[config.mk]
export PLATFORM = sky130hd
export DESIGN_NAME = mgm_sequencer
export DESIGN_NICKNAME = d
export VERILOG_FILES = /design/src/rtl/mgm_sequencer.sv
export SDC_FILE = /design/constraint.sdc
export NUM_CORES = 1
export LEC_CHECK = 0
export CORE_ASPECT_RATIO = 2
export CORE_UTILIZATION = 50
export CTS_CLUSTER_DIAMETER = 120
export DETAILED_ROUTE_END_ITERATION = 12
export GPL_TIMING_DRIVEN = 0
export HOLD_SLACK_MARGIN = 0.12
export MAX_ROUTING_LAYER = met4
export PLACE_DENSITY = 0.86
export SETUP_SLACK_MARGIN = 0.15
export SLEW_MARGIN = 30
export SYNTH_ARGS = -nofsm -noshare
export SYNTH_HDL_FRONTEND = slang
export SYNTH_SLANG_ARGS = --single-unit
[constraint.sdc]
create_clock -name clk -period 5.2 [get_ports clk]
set_clock_uncertainty 0.05 [all_clocks]
set_input_delay 1.56 -clock clk [delete_from_list [all_inputs] [get_ports clk]]
set_output_delay 1.56 -clock clk [all_outputs]
set_load 0.01 [all_outputs]
[src/rtl/mgm_sequencer.sv]
// Packs an A/M byte stream into 64-bit MSB-first blocks and drives the mgm command sequence.
// Optional WAIT watchdog: define MGM_SEQ_TIMEOUT_EN to abort a frame after 255 idle WAIT cycles.

`ifndef CMD_NONE
`define CMD_NONE     6'd0
`endif
`ifndef CMD_START_A
`define CMD_START_A  6'd1
`endif
`ifndef CMD_A
`define CMD_A        6'd2
`endif
`ifndef CMD_FIN_A
`define CMD_FIN_A    6'd3
`endif
`ifndef CMD_START_M
`define CMD_START_M  6'd4
`endif
`ifndef CMD_DOUBLE_M
`define CMD_DOUBLE_M 6'd5
`endif
`ifndef CMD_FIN_M
`define CMD_FIN_M    6'd6
`endif
`ifndef CMD_FIN
`define CMD_FIN      6'd7
`endif

module mgm_sequencer (
    input  logic        clk,
    input  logic        rst_n,
    input  logic        s_valid,
    output logic        s_ready,
    input  logic [7:0]  s_data,
    input  logic        s_type,
    input  logic        s_last,
    output logic [5:0]  cmd,
    output logic [63:0] blk,
    output logic [63:0] blen,
    input  logic        done,
    input  logic [63:0] C,
    input  logic [63:0] T,
    output logic        c_valid,
    output logic [63:0] c_data,
    output logic [3:0]  c_bytes,
    output logic        tag_valid,
    output logic [63:0] tag,
    output logic        busy,
    output logic        err
);

    localparam logic [3:0] ST_IDLE    = 4'd0;
    localparam logic [3:0] ST_START_A = 4'd1;
    localparam logic [3:0] ST_COL_A   = 4'd2;
    localparam logic [3:0] ST_ISS_A   = 4'd3;
    localparam logic [3:0] ST_START_M = 4'd4;
    localparam logic [3:0] ST_COL_M   = 4'd5;
    localparam logic [3:0] ST_ISS_M   = 4'd6;
    localparam logic [3:0] ST_FIN     = 4'd7;
    localparam logic [3:0] ST_WAIT    = 4'd8;

    function automatic logic [63:0] packByte(input logic [63:0] blkIn,
                                             input logic [3:0]  idx,
                                             input logic [7:0]  b);
        packByte = blkIn | ({b, 56'h0} >> {idx, 3'b000});
    endfunction

    function automatic logic [63:0] bitLen(input logic [3:0] nBytes);
        bitLen = {57'd0, nBytes, 3'b000};
    endfunction

    function automatic logic [63:0] byteMask(input logic [3:0] nBytes);
        byteMask = ~(64'hFFFF_FFFF_FFFF_FFFF >> {nBytes, 3'b000});
    endfunction

    logic [3:0]  state_q, state_d;
    logic [63:0] colBuf_q, colBuf_d;
    logic [3:0]  cnt_q, cnt_d;
    logic        heldLast_q, heldLast_d;
    logic        fin_q, fin_d;
    logic [5:0]  lastCmd_q, lastCmd_d;
    logic [63:0] blk_q, blk_d;
    logic [63:0] blen_q, blen_d;
    logic [3:0]  issBytes_q, issBytes_d;
    logic        err_q, err_d;
    logic        cValid_q, cValid_d;
    logic [63:0] cData_q, cData_d;
    logic [3:0]  cBytes_q, cBytes_d;
    logic        tagValid_q, tagValid_d;
    logic [63:0] tag_q, tag_d;
    logic        doneD_q;
    logic        readyEn_q;
`ifdef MGM_SEQ_TIMEOUT_EN
    logic [7:0]  toCnt_q, toCnt_d;
`endif

    logic        accept;
    logic        doneEdge;
    logic        colIsM;
    logic [63:0] merged;
    logic [3:0]  cntNext;

    // readyEn_q keeps s_ready low until the first clock after reset release
    assign s_ready   = readyEn_q & ((state_q == ST_IDLE) || (state_q == ST_COL_A) || (state_q == ST_COL_M));
    assign busy      = (state_q != ST_IDLE);
    assign accept    = s_valid & s_ready;
    assign doneEdge  = done & ~doneD_q;
    assign colIsM    = (state_q == ST_COL_M);
    assign merged    = packByte(colBuf_q, cnt_q, s_data);
    assign cntNext   = cnt_q + 4'd1;

    assign blk       = blk_q;
    assign blen      = blen_q;
    assign err       = err_q;
    assign c_valid   = cValid_q;
    assign c_data    = cData_q;
    assign c_bytes   = cBytes_q;
    assign tag_valid = tagValid_q;
    assign tag       = tag_q;

    always_comb begin
        state_d    = state_q;
        colBuf_d   = colBuf_q;
        cnt_d      = cnt_q;
        heldLast_d = heldLast_q;
        fin_d      = fin_q;
        lastCmd_d  = lastCmd_q;
        blk_d      = blk_q;
        blen_d     = blen_q;
        issBytes_d = issBytes_q;
        err_d      = err_q;
        cValid_d   = 1'b0;
        cData_d    = cData_q;
        cBytes_d   = cBytes_q;
        tagValid_d = 1'b0;
        tag_d      = tag_q;
        cmd        = `CMD_NONE;
`ifdef MGM_SEQ_TIMEOUT_EN
        toCnt_d    = 8'd0;
`endif

        case (state_q)
            ST_IDLE: begin
                if (accept) begin
                    if (s_type) begin
                        err_d = 1'b1;
                    end else begin
                        colBuf_d   = packByte(64'h0, 4'd0, s_data);
                        cnt_d      = 4'd1;
                        heldLast_d = s_last;
                        blk_d      = 64'h0;
                        blen_d     = 64'h0;
                        state_d    = ST_START_A;
                    end
                end
            end

            ST_COL_A, ST_COL_M: begin
                if (accept) begin
                    if (s_type != colIsM) begin
                        err_d = 1'b1;
                    end else if (cnt_q == 4'd7 || s_last) begin
                        blk_d      = merged;
                        blen_d     = bitLen(cntNext);
                        issBytes_d = cntNext;
                        fin_d      = s_last;
                        colBuf_d   = 64'h0;
                        cnt_d      = 4'd0;
                        state_d    = colIsM ? ST_ISS_M : ST_ISS_A;
                    end else begin
                        colBuf_d = merged;
                        cnt_d    = cntNext;
                    end
                end
            end

            ST_START_A: begin
                cmd     = `CMD_START_A;
                state_d = ST_WAIT;
            end

            ST_ISS_A: begin
                cmd     = fin_q ? `CMD_FIN_A : `CMD_A;
                state_d = ST_WAIT;
            end

            ST_START_M: begin
                cmd     = `CMD_START_M;
                state_d = ST_WAIT;
            end

            ST_ISS_M: begin
                cmd     = fin_q ? `CMD_FIN_M : `CMD_DOUBLE_M;
                state_d = ST_WAIT;
            end

            ST_FIN: begin
                cmd     = `CMD_FIN;
                state_d = ST_WAIT;
            end

            ST_WAIT: begin
                if (doneEdge) begin
                    case (lastCmd_q)
                        `CMD_START_A: begin
                            // A one-byte A segment is already complete in the held byte
                            if (heldLast_q) begin
                                blk_d      = colBuf_q;
                                blen_d     = bitLen(cnt_q);
                                issBytes_d = cnt_q;
                                fin_d      = 1'b1;
                                colBuf_d   = 64'h0;
                                cnt_d      = 4'd0;
                                state_d    = ST_ISS_A;
                            end else begin
                                state_d = ST_COL_A;
                            end
                        end
                        `CMD_A:       state_d = ST_COL_A;
                        `CMD_FIN_A: begin
                            blk_d   = 64'h0;
                            blen_d  = 64'h0;
                            state_d = ST_START_M;
                        end
                        `CMD_START_M: state_d = ST_COL_M;
                        `CMD_DOUBLE_M: begin
                            cValid_d = 1'b1;
                            cData_d  = C & byteMask(issBytes_q);
                            cBytes_d = issBytes_q;
                            state_d  = ST_COL_M;
                        end
                        `CMD_FIN_M: begin
                            cValid_d = 1'b1;
                            cData_d  = C & byteMask(issBytes_q);
                            cBytes_d = issBytes_q;
                            blk_d    = 64'h0;
                            blen_d   = 64'h0;
                            state_d  = ST_FIN;
                        end
                        `CMD_FIN: begin
                            tagValid_d = 1'b1;
                            tag_d      = T;
                            state_d    = ST_IDLE;
                        end
                        default: state_d = ST_IDLE;
                    endcase
                end
`ifdef MGM_SEQ_TIMEOUT_EN
                else if (toCnt_q == 8'd254) begin
                    err_d    = 1'b1;
                    colBuf_d = 64'h0;
                    cnt_d    = 4'd0;
                    blk_d    = 64'h0;
                    blen_d   = 64'h0;
                    state_d  = ST_IDLE;
                end else begin
                    toCnt_d = toCnt_q + 8'd1;
                end
`endif
            end

            default: state_d = ST_IDLE;
        endcase

        if (cmd != `CMD_NONE) begin
            lastCmd_d = cmd;
        end
    end

    always_ff @(posedge clk or negedge rst_n) begin
        if (!rst_n) begin
            state_q    <= ST_IDLE;
            colBuf_q   <= 64'h0;
            cnt_q      <= 4'd0;
            heldLast_q <= 1'b0;
            fin_q      <= 1'b0;
            lastCmd_q  <= `CMD_NONE;
            blk_q      <= 64'h0;
            blen_q     <= 64'h0;
            issBytes_q <= 4'd0;
            err_q      <= 1'b0;
            cValid_q   <= 1'b0;
            cData_q    <= 64'h0;
            cBytes_q   <= 4'd0;
            tagValid_q <= 1'b0;
            tag_q      <= 64'h0;
            doneD_q    <= 1'b0;
            readyEn_q  <= 1'b0;
`ifdef MGM_SEQ_TIMEOUT_EN
            toCnt_q    <= 8'd0;
`endif
        end else begin
            state_q    <= state_d;
            colBuf_q   <= colBuf_d;
            cnt_q      <= cnt_d;
            heldLast_q <= heldLast_d;
            fin_q      <= fin_d;
            lastCmd_q  <= lastCmd_d;
            blk_q      <= blk_d;
            blen_q     <= blen_d;
            issBytes_q <= issBytes_d;
            err_q      <= err_d;
            cValid_q   <= cValid_d;
            cData_q    <= cData_d;
            cBytes_q   <= cBytes_d;
            tagValid_q <= tagValid_d;
            tag_q      <= tag_d;
            doneD_q    <= done;
            readyEn_q  <= 1'b1;
`ifdef MGM_SEQ_TIMEOUT_EN
            toCnt_q    <= toCnt_d;
`endif
        end
    end

endmodule

==> run metrics <==
Worst slew margin 29.7%; routed wire length 37,900 um; initial antenna violation count 1; maximum number of pins on one net before global-route repair 89; power share of the clock group 25.9%; average instance area after synthesis 11.3 um^2; CTS tree yes; via density per instance 5.43; hold bufs inserted after CTS 0; Worst-Margin Slew 1.05 ns; Total Power 0.00710 W; leading register cell type out of synthesis dfrtp_1; crit end category output port; hold wc startpoint err; area of the die 25,800 um^2; Hold EP err; Non-Filler Instances 1,895; number of failing hold endpoints at the final stage 0; data arrival time of the critical path 2.48 ns; logic gate share of total power 36.7%; fraction of layout instances using a drive strength above 1 17.8%; number of global-route vias before repair 10,500; maximum vdd drop 0.330 mV; worst min path class reg2reg; WS Path Type reg2out; vertical die dimension 226 um; most common cell after layout, fill and taps aside clkdlybuf4s50_1; die boundary width 114 um; register-to-register path setup slack 2.17 ns; Worst-Skew Late Latency 0.56 ns; total global-route track usage 30.1%; commonest cells after routing, fill and taps aside clkdlybuf4s50_1 (340), dfrtp_1 (286), nand2_1 (159); half-perimeter wire length of the detailed placement result 28,700 um; Setup crit start kind flip-flop; DRC Markers 0; flops & latches, synth 286; gate count after technology mapping 1,112; maximum clock insertion buffer count 3; core region area 24,500 um^2; post-synthesis cell area 12,600 um^2; Reg power frac 37.4%; number of vias after detailed routing 10,300; Switching Power 0.00250 W; number of buffers added by the clock tree synthesis step 25; proportion of synthesized flip-flops having asynchronous set or reset 100%; Req. time, crit path 3.59 ns; leakage dissipation 8.22 nW; MaxCap Viol Count 0; post-detailed-route wirelength per cell 20.0 um; FF-to-FF path depth 7; Top Ports 413; register area share after synthesis 56.9%; initial standard-cell utilization of the core 51.3%; count of unique library cells instantiated by Yosys 58; detailed router's first-iteration violation count 716; result of the run completed; max-slew violations 0; final number of setup-violating endpoints 0; input/output buffers 341; area of all placed cells without fillers 17,500 um^2; overflow left after global routing 0; setup repair after global routing missed its margin false; hold-critical path depth 1; Warnings, synthesis 0; part of the cycle the worst path needs 78.6%; Achievable Freq 0.245 GHz; number of enable flip-flop cells after synthesis 0; final RePlAce weighted congestion 0.900; Final Hold Slack 0.426 ns; first-pass GRT wire length 57,600 um; Crit Reg-Reg Endpoint blk[49]; Sum Neg Setup Slack 0 ns; FP Rows 81; delay of the slowest critical-path stage 0.59 ns; Internal Dissipation 0.00460 W; Worst path slowest cell clkdlybuf4s50_1; Cell Chain, Critical Path buf_4, nor2_1, a21oi_1, nor3b_1, clkdlybuf4s50_1; growth of design area from synthesis to finish 39.4%; final worst path period need 4.09 ns; number of nets with antenna violations after detailed routing 0; Placed Area 16,700 um^2; first drt pass iteration count 5; fin nets 1,688; Pwr Density 405 nW/um^2; root buffer cell clkbuf_16; clock-pin slew reported for the worst setup and hold paths after clock tree synthesis 0.06 ns; Setup Fix Bufs, Post-CTS 0; Inst Count DP 1,850; Reg2Reg Launch Point state_q[2]; deepest level of the CTS H-tree 1; Sinks on Clock Net 286; switching power share of the total 35.2%; cells resized by post-CTS repair 0; largest fanout of any net on the critical path 10
==> state kept, by name (all words and copies together), names as in the netlist <==
| signal | cells |
|---|---|
| c_data | 64 |
| blen | 4 |
| cnt_q | 4 |
| readyEn_q | 1 |
| heldLast_q | 1 |
| tag | 64 |
| issBytes_q | 4 |
| c_valid | 1 |
| c_bytes | 4 |
| err | 1 |
| fin_q | 1 |
| colBuf_q | 64 |
| blk | 64 |
| doneD_q | 1 |
| state_q | 4 |
| tag_valid | 1 |
| lastCmd_q | 3 |
==> layer usage <==
| layer | part of all wire (%) | track usage (%) | wire length, um | up-vias |
|---|---|---|---|---|
| met2 | 54 | 55.1 | 20700 | 519 |
| met3 | 6.5 | 4.36 | 2460 | 136 |
| met5 | 0 | - | 0 | - |
| met4 | 6.4 | 18.6 | 2420 | 0 |
| met1 | 33 | 29.3 | 12400 | 5015 |
| li1 | - | - | - | 4620 |
==> worst max-delay path by stage <==
stage	start	end	slack, ns	cells past startpoint
floorplan	s_type	blen[3]	1.84	7
global route	state_q[0]	s_ready	0.99	5
global placement	rst_n	tag[46]	-9.34	1
CTS	state_q[0]	s_ready	1.12	5
detailed placement	s_type	blk[49]	0.82	8
finish	state_q[0]	s_ready	1.11	5
==> kinds of logic after synthesis <==
family | Yosys count | synth area share [%]
XOR/XNOR | 6 | 0.418
adder cells (fa/ha/maj) | 1 | 0.0995
multiplexers | 140 | 12.5
other | 2 | 0.0597
buffers and inverters | 154 | 7.15
AO/OA/AOI/OAI | 242 | 13.1
AND/OR/NAND/NOR | 281 | 9.77
flip-flops | 286 | 56.9
==> power groups by stage <==
stage / clock [W] / combinational, W / sequential [W]
final: 0.00184 / 0.00261 / 0.00266
after global routing: 0.00194 / 0.00278 / 0.00269
after floorplan: 0 / 0.00147 / 0.00274
after detailed placement: 0 / 0.00258 / 0.00270
after CTS: 0.00187 / 0.00259 / 0.00265
after global placement: 0 / 0.00251 / 0.00268
==> cell usage after synthesis (2+ instances only) <==
master,number,area (um^2)
clkbuf_1,34,128
and2_1,5,31.3
nor2b_1,5,31.3
nand3b_1,2,15.0
o2bb2ai_1,2,17.5
or2_2,3,18.8
inv_1,7,26.3
a211oi_1,4,30.0
xor2_1,2,17.5
a21oi_1,12,60.1
buf_2,26,130
o21ai_0,76,380
a22o_1,71,622
nand3_1,5,25.0
buf_4,73,548
conb_1,2,7.51
nand2b_1,5,31.3
nor2_1,70,263
buf_6,2,22.5
buf_1,12,45.0
mux2_2,118,1330
dfrtp_1,286,7160
nor3_1,9,45.0
or3_1,2,12.5
nor3_2,3,30.0
a31oi_1,57,357
nand2_1,159,597
a21o_1,6,45.0
mux2_1,19,214
mux2i_1,3,30.0
o21a_1,2,15.0
xnor2_1,4,35.0
==> layout make-up <==
cell class	count	area [um^2]
Timing Repair Buffer	344	3500
Clock buffer	35	713
Multi-Input combinational cell	734	4770
Antenna cell	1	2.50
Inverter	7	26.3
Clock inverter	9	78.8
Tap cell	332	415
Sequential cell	286	7160
Buffer	147	873
Fill cell	1750	6990
==> per-stage QoR <==
stage / util [%] / setup WS, ns
detailed placement: 68.2 / 0.819
global route: 71.5 / 0.985
finish: 71.5 / 1.11
CTS: 71.4 / 1.12
floorplan: - / 1.84
global placement: 67.8 / -9.34
==> critical path, delay by kind of cell (launching register included) <==
kind | cells | cell delay (ns)
DFF | 1 | 0.45
and+or+nand+nor | 2 | 0.56
buffers and inverters | 2 | 0.80
AOI/OAI and AO/OA | 1 | 0.13
Note: power is estimated with default switching activity, not from simulation.
